File: config.mk
export PLATFORM = sky130hd
export DESIGN_NAME = rsa_cmd_ctrl
export DESIGN_NICKNAME = d
export VERILOG_FILES = /design/src/rtl/rsa_cmd_ctrl.sv
export SDC_FILE = /design/constraint.sdc
export NUM_CORES = 1
export LEC_CHECK = 0
export CELL_PAD_IN_SITES_DETAIL_PLACEMENT = 0
export CELL_PAD_IN_SITES_GLOBAL_PLACEMENT = 1
export CORE_ASPECT_RATIO = 0.9
export CORE_MARGIN = 2
export CORE_UTILIZATION = 35
export CTS_BUF_LIST = sky130_fd_sc_hd__clkbuf_2
export CTS_CLUSTER_DIAMETER = 30
export DETAILED_ROUTE_END_ITERATION = 6
export DONT_BUFFER_PORTS = 1
export PLACE_DENSITY = 0.59
export SYNTH_ARGS = -nofsm -noshare
export SYNTH_HDL_FRONTEND = slang
export SYNTH_SLANG_ARGS = --single-unit
File: constraint.sdc
create_clock -name clk -period 7.3 [get_ports clk]
set_input_delay 1.46 -clock clk [delete_from_list [all_inputs] [get_ports clk]]
set_output_delay 1.46 -clock clk [all_outputs]
set_load 0.1 [all_outputs]
File: src/rtl/rsa_cmd_ctrl.sv
// rsa_cmd_ctrl: host-side start/end-of-conversion controller for the RSA engine.
// Issues a one-cycle start_cmd on an accepted go, captures the engine result at
// end of conversion and holds done until acknowledged. A watchdog and a host
// abort terminate a run early with a one-cycle stop_cmd.
module rsa_cmd_ctrl #(
   parameter int unsigned WIDTH     = 8,
   parameter int unsigned TIMEOUT_W = 16
) (
   input  logic                 clk,
   input  logic                 rst,
   input  logic                 ena,
   input  logic                 go,
   input  logic                 abort,
   input  logic                 ack,
   input  logic [TIMEOUT_W-1:0] timeout_val,
   input  logic                 eocp,
   input  logic                 eoc,
   input  logic [WIDTH-1:0]     result_in,
   output logic                 start_cmd,
   output logic                 stop_cmd,
   output logic                 busy,
   output logic                 done,
   output logic                 timeout_flag,
   output logic [WIDTH-1:0]     result_out
);

   localparam logic [2:0] S_IDLE    = 3'd0;
   localparam logic [2:0] S_START   = 3'd1;
   localparam logic [2:0] S_WAIT    = 3'd2;
   localparam logic [2:0] S_CAPTURE = 3'd3;
   localparam logic [2:0] S_DONE    = 3'd4;
   localparam logic [2:0] S_STOP    = 3'd5;

   logic [2:0]           state_q;
   logic [2:0]           state_d;
   logic [TIMEOUT_W-1:0] cnt_q;
   logic [TIMEOUT_W-1:0] cnt_d;
   logic                 start_d;
   logic                 stop_d;
   logic                 busy_d;
   logic                 done_d;
   logic                 tflag_d;
   logic [WIDTH-1:0]     result_d;

   logic                 wd_en;
   logic                 cnt_one;
   logic                 cnt_gt_one;
   logic                 cnt_nz;
   logic [TIMEOUT_W-1:0] cnt_dec;

   // Watchdog helpers: a zero load value disables expiry and counting.
   always_comb begin
      wd_en      = (timeout_val != '0);
      cnt_one    = (cnt_q == TIMEOUT_W'(1));
      cnt_gt_one = (cnt_q >  TIMEOUT_W'(1));
      cnt_nz     = (cnt_q != '0);
      cnt_dec    = cnt_q - TIMEOUT_W'(1);
   end

   // Next-state and next-output logic; pulse outputs default low, the rest hold.
   always_comb begin
      state_d  = state_q;
      cnt_d    = cnt_q;
      start_d  = 1'b0;
      stop_d   = 1'b0;
      busy_d   = busy;
      done_d   = done;
      tflag_d  = timeout_flag;
      result_d = result_out;

      case (state_q)
         S_IDLE: begin
            if (go) begin
               state_d = S_START;
               cnt_d   = timeout_val;
               done_d  = 1'b0;
               tflag_d = 1'b0;
               busy_d  = 1'b1;
               start_d = 1'b1;
            end
         end

         S_START: begin
            // The START cycle counts toward the watchdog so expiry lands T
            // edges after the accepted go; never count below 1 here.
            state_d = S_WAIT;
            if (wd_en && cnt_gt_one) begin
               cnt_d = cnt_dec;
            end
         end

         S_WAIT: begin
            if (abort) begin
               state_d = S_STOP;
               stop_d  = 1'b1;
               tflag_d = 1'b0;
            end else if (eocp) begin
               state_d = S_CAPTURE;
            end else if (wd_en && cnt_one) begin
               state_d = S_STOP;
               stop_d  = 1'b1;
               tflag_d = 1'b1;
            end else if (wd_en && cnt_nz) begin
               cnt_d = cnt_dec;
            end
         end

         S_CAPTURE: begin
            if (abort) begin
               state_d = S_STOP;
               stop_d  = 1'b1;
               tflag_d = 1'b0;
            end else if (eoc) begin
               state_d  = S_DONE;
               result_d = result_in;
               done_d   = 1'b1;
               busy_d   = 1'b0;
            end else if (wd_en && cnt_one) begin
               state_d = S_STOP;
               stop_d  = 1'b1;
               tflag_d = 1'b1;
            end else if (wd_en && cnt_nz) begin
               cnt_d = cnt_dec;
            end
         end

         S_DONE: begin
            // A new go wins over ack and relaunches straight from DONE.
            if (go) begin
               state_d = S_START;
               cnt_d   = timeout_val;
               done_d  = 1'b0;
               tflag_d = 1'b0;
               busy_d  = 1'b1;
               start_d = 1'b1;
            end else if (ack) begin
               state_d = S_IDLE;
               done_d  = 1'b0;
            end
         end

         S_STOP: begin
            state_d = S_IDLE;
            busy_d  = 1'b0;
         end

         default: begin
            state_d = S_IDLE;
         end
      endcase
   end

   // State, watchdog counter and output registers; everything freezes when ena=0.
   always_ff @(posedge clk or posedge rst) begin
      if (rst) begin
         state_q      <= S_IDLE;
         cnt_q        <= '0;
         start_cmd    <= 1'b0;
         stop_cmd     <= 1'b0;
         busy         <= 1'b0;
         done         <= 1'b0;
         timeout_flag <= 1'b0;
         result_out   <= '0;
      end else if (ena) begin
         state_q      <= state_d;
         cnt_q        <= cnt_d;
         start_cmd    <= start_d;
         stop_cmd     <= stop_d;
         busy         <= busy_d;
         done         <= done_d;
         timeout_flag <= tflag_d;
         result_out   <= result_d;
      end
   end

endmodule

* After elaboration in Yosys (flattened, before gate mapping)
Index checks and enable logic that the tools add are counted.
** Operators by class
- Add/subtract/negate cells :: 1
- $mul :: 0
- Divide/modulo/power cells :: 0
- Order comparisons :: 1
- Equal/unequal tests :: 17
- Shifts and indexed selects :: 0
- Mux-type cells :: 42
- Bitwise gates (word level) :: 1
- Reduce and logical (&&, ||, !) cells :: 17
** Operators with widths (number)
- $mux W16 :: 8
- $pmux W16 S4 :: 1
- $reduce_bool A16 Y1 :: 2
- $mux W3 :: 8
- $mux W1 :: 20
- $eq A16 B1 Y1 const B :: 1
- $gt A16 B1 Y1 const B :: 1
- $sub A16 B1 Y16 const B :: 1
- $pmux W3 S5 :: 1
- $ne A2 B2 Y1 const B :: 7
- $reduce_and A5 Y1 :: 2
- $ne A3 B3 Y1 const B :: 3
- $pmux W1 S3 :: 3
- $reduce_bool A3 Y1 :: 3
- $reduce_and A8 Y1 :: 1
- $eq A3 B2 Y1 const B :: 2
- $eq A3 B3 Y1 const B :: 2
- $reduce_and A6 Y1 :: 1
- $reduce_and A4 Y1 :: 1
- $reduce_bool A4 Y1 :: 1
- $eq A3 B1 Y1 const B :: 1
- $logic_and A1 B1 Y1 :: 3
- $logic_not A3 Y1 :: 1
- $reduce_and A3 Y1 :: 1
- 4 further kinds :: 4
** Word-level totals
- Bits in registers :: 32
- Latch bits :: 0
- Bits in writable memories :: 0
- Memory bits (read-only) :: 0
- Input port bits :: 32
- Output and inout bits :: 13
- Logic and storage cells :: 87
- Memories :: 0

* Logic depth before layout (Yosys ltp)
- Depth in word-level cells :: 7
- Mapped depth :: 8
- Depth with buffers taken out :: 7

* Worst setup path after synthesis
OpenSTA, ideal clock, no wires.
- Path kind :: input to register
- Start point :: in eocp
- End point :: reg cnt_q[11]
- Setup time :: 0.121 ns
- Arrival :: 2.834 ns
- Required time :: 7.179 ns
- Slack :: 4.345 ns
- Stages :: 6
- Path through :: nor2b_1 o31a_1 a211o_1 or2_2 buf_6 o22a_1
** On the way
- Longest elaborated chain between the ends :: 2
** Ends and longest elaborated chain
- start: declaration :: RTL line 16 : input logic eocp,
- $ne A2 B2 Y1 (no line)
- $reduce_and A8 Y1 (no line)
- end signal: assignment :: RTL line 166 : cnt_q <= cnt_d;
- end: declaration :: RTL line 36 : logic [TIMEOUT_W-1:0] cnt_q;
Every way passes these cells.
A chain may end at the register's enable or synchronous reset.

* Final worst setup path
- Start point :: in timeout_val[1]
- End point :: reg cnt_q[2]
** On the way
- Longest elaborated chain between the ends :: 7
- Elaborated cells between the ends (all ways) :: 13
** Ends and longest elaborated chain
- start: declaration :: RTL line 15 : input logic [TIMEOUT_W-1:0] timeout_val,
- $reduce_bool A16 Y1 * :: RTL line 53 : wd_en = (timeout_val != '0);
- $logic_and A1 B1 Y1 :: RTL line 103, 122
- $mux W16 (2 in a row)
- $mux W16 (on tied branches) (2 in a row)
- $pmux W16 S4
Every way passes the cells marked *; elsewhere a longest branch is shown, timed or not. The select of a mux whose other input is x is not followed.

==> impl_metrics.tcl <==
set metrics [dict create \
    outcome "completed" \
    final_nets 259 \
    setup.worst_path.end_class "flip-flop" \
    comb_power_share 0.355 \
    yosys-top-cells-count "dfrtp_1 (32), nor2_1 (23), nor3_1 (15)" \
    tightest_slew_ns 1.09 \
    cts.clk_slew.worst_paths_ns 0.21 \
    syn_area_per_cell_um2 8.91 \
    startpoint_type "primary input" \
    dieHeight_um 76.1 \
    path_max_fanout 16 \
    crit_path_cell_trace "nor4_1 -> nand4_1 -> a21boi_4 -> or2_2 -> o22a_1" \
    max-vdd-ir-drop_mv 0.283 \
    required_ns 7.61 \
    clockBufferDepth 2 \
    hp-class "flip-flop to flip-flop" \
    layout-drive-gt1-share 0.129 \
    vias 1808 \
    wirelength_mm 5.53 \
    grt_usage 0.174 \
    root_buffer "clkbuf_2" \
    slew-limit-headroom 0.265 \
    gr-total-overflow 0 \
    fillCellCount 572 \
    clock_power_share 0.122 \
    placed_cell_area_um2 2070 \
    start_util 0.359 \
    cts_hold_buf 0 \
    synth_top_area_frac 0.396 \
    p_per_area_nw_per_um2 499 \
    worstSetupPathType "primary input to flip-flop" \
    ys_top_cells_by_area "dfrtp_1 (40%), mux2_2 (5.0%), nor2_1 (4.3%), nor3_1 (3.7%), a21oi_1 (3.5%)" \
    dieArea_um2 6400 \
    coreArea_um2 5630 \
    grt_max_degree 33 \
    yosysMostFrequentCell "dfrtp_1" \
    setup_tns_ns 0 \
    wl_per_cell_um 18.7 \
    drt.antenna.violating_nets 0 \
    first_pass_iters 4 \
    busiest_layer "met2" \
    clk_latency_ns 0.38 \
    ys_seq_area_frac 0.396 \
    met1_usage 0.251 \
    grt_use_met3 0.0444 \
    first_global_vias 1791 \
    n_antenna_cell 0 \
    drv_cap 0 \
    finalSetupViolCount 0 \
    max_freq_ghz 0.328 \
    period_needed_ns 3.05 \
    netlist_area_um2 2020 \
    slowest_delay_ns 0.51 \
    crit_buf_inv 0 \
    viasPerCell 6.13 \
    final.period_utilization 0.418 \
    use_met2 0.262 \
    seqPwrFrac 0.523 \
    grt_first_pass_wirelength_mm 9.06 \
    numCtsBuffers 5 \
    syn_inst 227 \
    yosysWarningCount 0 \
    slew_viol_final 0 \
    drc 0 \
    finalHoldViolations 0 \
    multi_input_area_um2 1130 \
    ios 45 \
    cellLeakagePower_nw 0.800 \
    ys.flop_type "dfrtp_1" \
    register_area_um2 801 \
    rsz0062_at_grt "false" \
    clock_sinks 32 \
    synthArstFlopShare 1.00 \
    synth_nets 262 \
    dp_hpwl_mm 4.00 \
    antenna_found_initial 0 \
    p_int_mw 0.469 \
    h-tree-depth 2 \
    worstPathArrival_ns 3.37 \
    synth.largest_area_cell "dfrtp_1" \
    final_core_utilization 0.379 \
    synth_seq_cells 32 \
    netlist-cell-type-count 51 \
    worst_path_max_delay_cell "nor4_1" \
    tritoncts "done" \
    cts_resized 0 \
    cts_setup_buffers 0 \
    die_w_um 84.1 \
    areaGrowthSynthToFinish_pct 5.51 \
    design_area_um2 2130 \
    power_switching_share 0.559 \
    synth_edf_count 0 \
    path_delay_family "simple AND/OR/NAND/NOR gates" \
    drt_iter0_drc 162 \
    gp_congestion 0.821 \
    row_count 26 \
    power.switching_mw 0.595 \
    skew_ns 0.0236 \
    port_buffers 0 \
]
## flip-flops by register name, summed over array words and instances (netlist names)
| signal | count |
|---|---|
| cnt_q | 16 |
| result_out | 8 |
| state_q | 3 |
| busy | 1 |
| done | 1 |
| start_cmd | 1 |
| stop_cmd | 1 |
| timeout_flag | 1 |
## worst paths after layout
path / from / slack [ns] / to / cells past startpoint
max: timeout_val[1] / 4.25 / cnt_q[2] / 5
min: cnt_q[7] / 0.56 / cnt_q[7] / 2
max reg2reg: cnt_q[1] / 4.38 / cnt_q[2] / 7
min reg2reg: cnt_q[7] / 0.56 / cnt_q[7] / 2
max in group asynchronous: rst / 5.94 / result_out[0] / 2
min in group asynchronous: rst / 1.02 / cnt_q[1] / 2
## layout by cell type (no fill, tap or decap), types with 4 or more instances in the layout
master,instances
nor4_1,6
inv_1,9
a41oi_1,4
nor3_1,15
mux2_2,9
o22a_1,6
o31ai_1,5
nor2_1,23
o21ai_0,9
clkbuf_2,5
a31oi_1,7
dfrtp_1,32
nor2b_1,5
nand2_1,13
o21ai_1,5
o22ai_1,4
a21oi_1,14
## worst min-delay path, cell delays in order, from the launching register on
cell	delay (ns)
dfrtp_1	0.39
o31ai_1	0.08
o21ai_1	0.07
## power by group through the flow
stage	sequential (mW)	combinational [mW]	clock (mW)
global route	0.570	0.424	0.139
global placement	0.557	0.375	0
finish	0.556	0.378	0.130
detailed placement	0.558	0.379	0
CTS	0.554	0.379	0.133
floorplan	0.516	0.328	0
## final cells by class
type                       instances  area share
multi-input combinational        174       0.529
sequential                        32       0.375
tap                               70      0.0411
clock inverter                     3      0.0199
inverter                           9      0.0158
clock buffer                       5      0.0117
timing repair buffer               2     0.00704
## stage by stage
| stage | hold slack [ns] | setup slack (ns) | cells | power [mW] |
|---|---|---|---|---|
| finish | 0.556 | 4.25 | 295 | 1.06 |
| global route | 0.567 | 4.26 | 295 | 1.13 |
| CTS | 0.552 | 4.35 | 295 | 1.07 |
| detailed placement | 0.510 | 3.92 | 287 | 0.937 |
| global placement | 0.486 | 3.90 | 287 | 0.932 |
| floorplan | 0.464 | 4.34 | 227 | 0.844 |
## cells by family (layout without fill, tap and decap cells)
| group | Yosys count | in the layout | share of synthesized area |
|---|---|---|---|
| compound gates | 72 | 72 | 0.244 |
| fa+ha+maj | 3 | 3 | 0.0186 |
| buf+inv | 21 | 19 | 0.0458 |
| flops | 32 | 32 | 0.396 |
| mux | 11 | 11 | 0.0606 |
| simple gates | 88 | 88 | 0.235 |
## per-layer routing
layer  part of all wire  routed length [um]
met5                  0                   0
met1               0.47                2620
met3              0.062                 340
met4             0.0051                  28
met2               0.46                2540
Note: power is estimated with default switching activity, not from simulation.
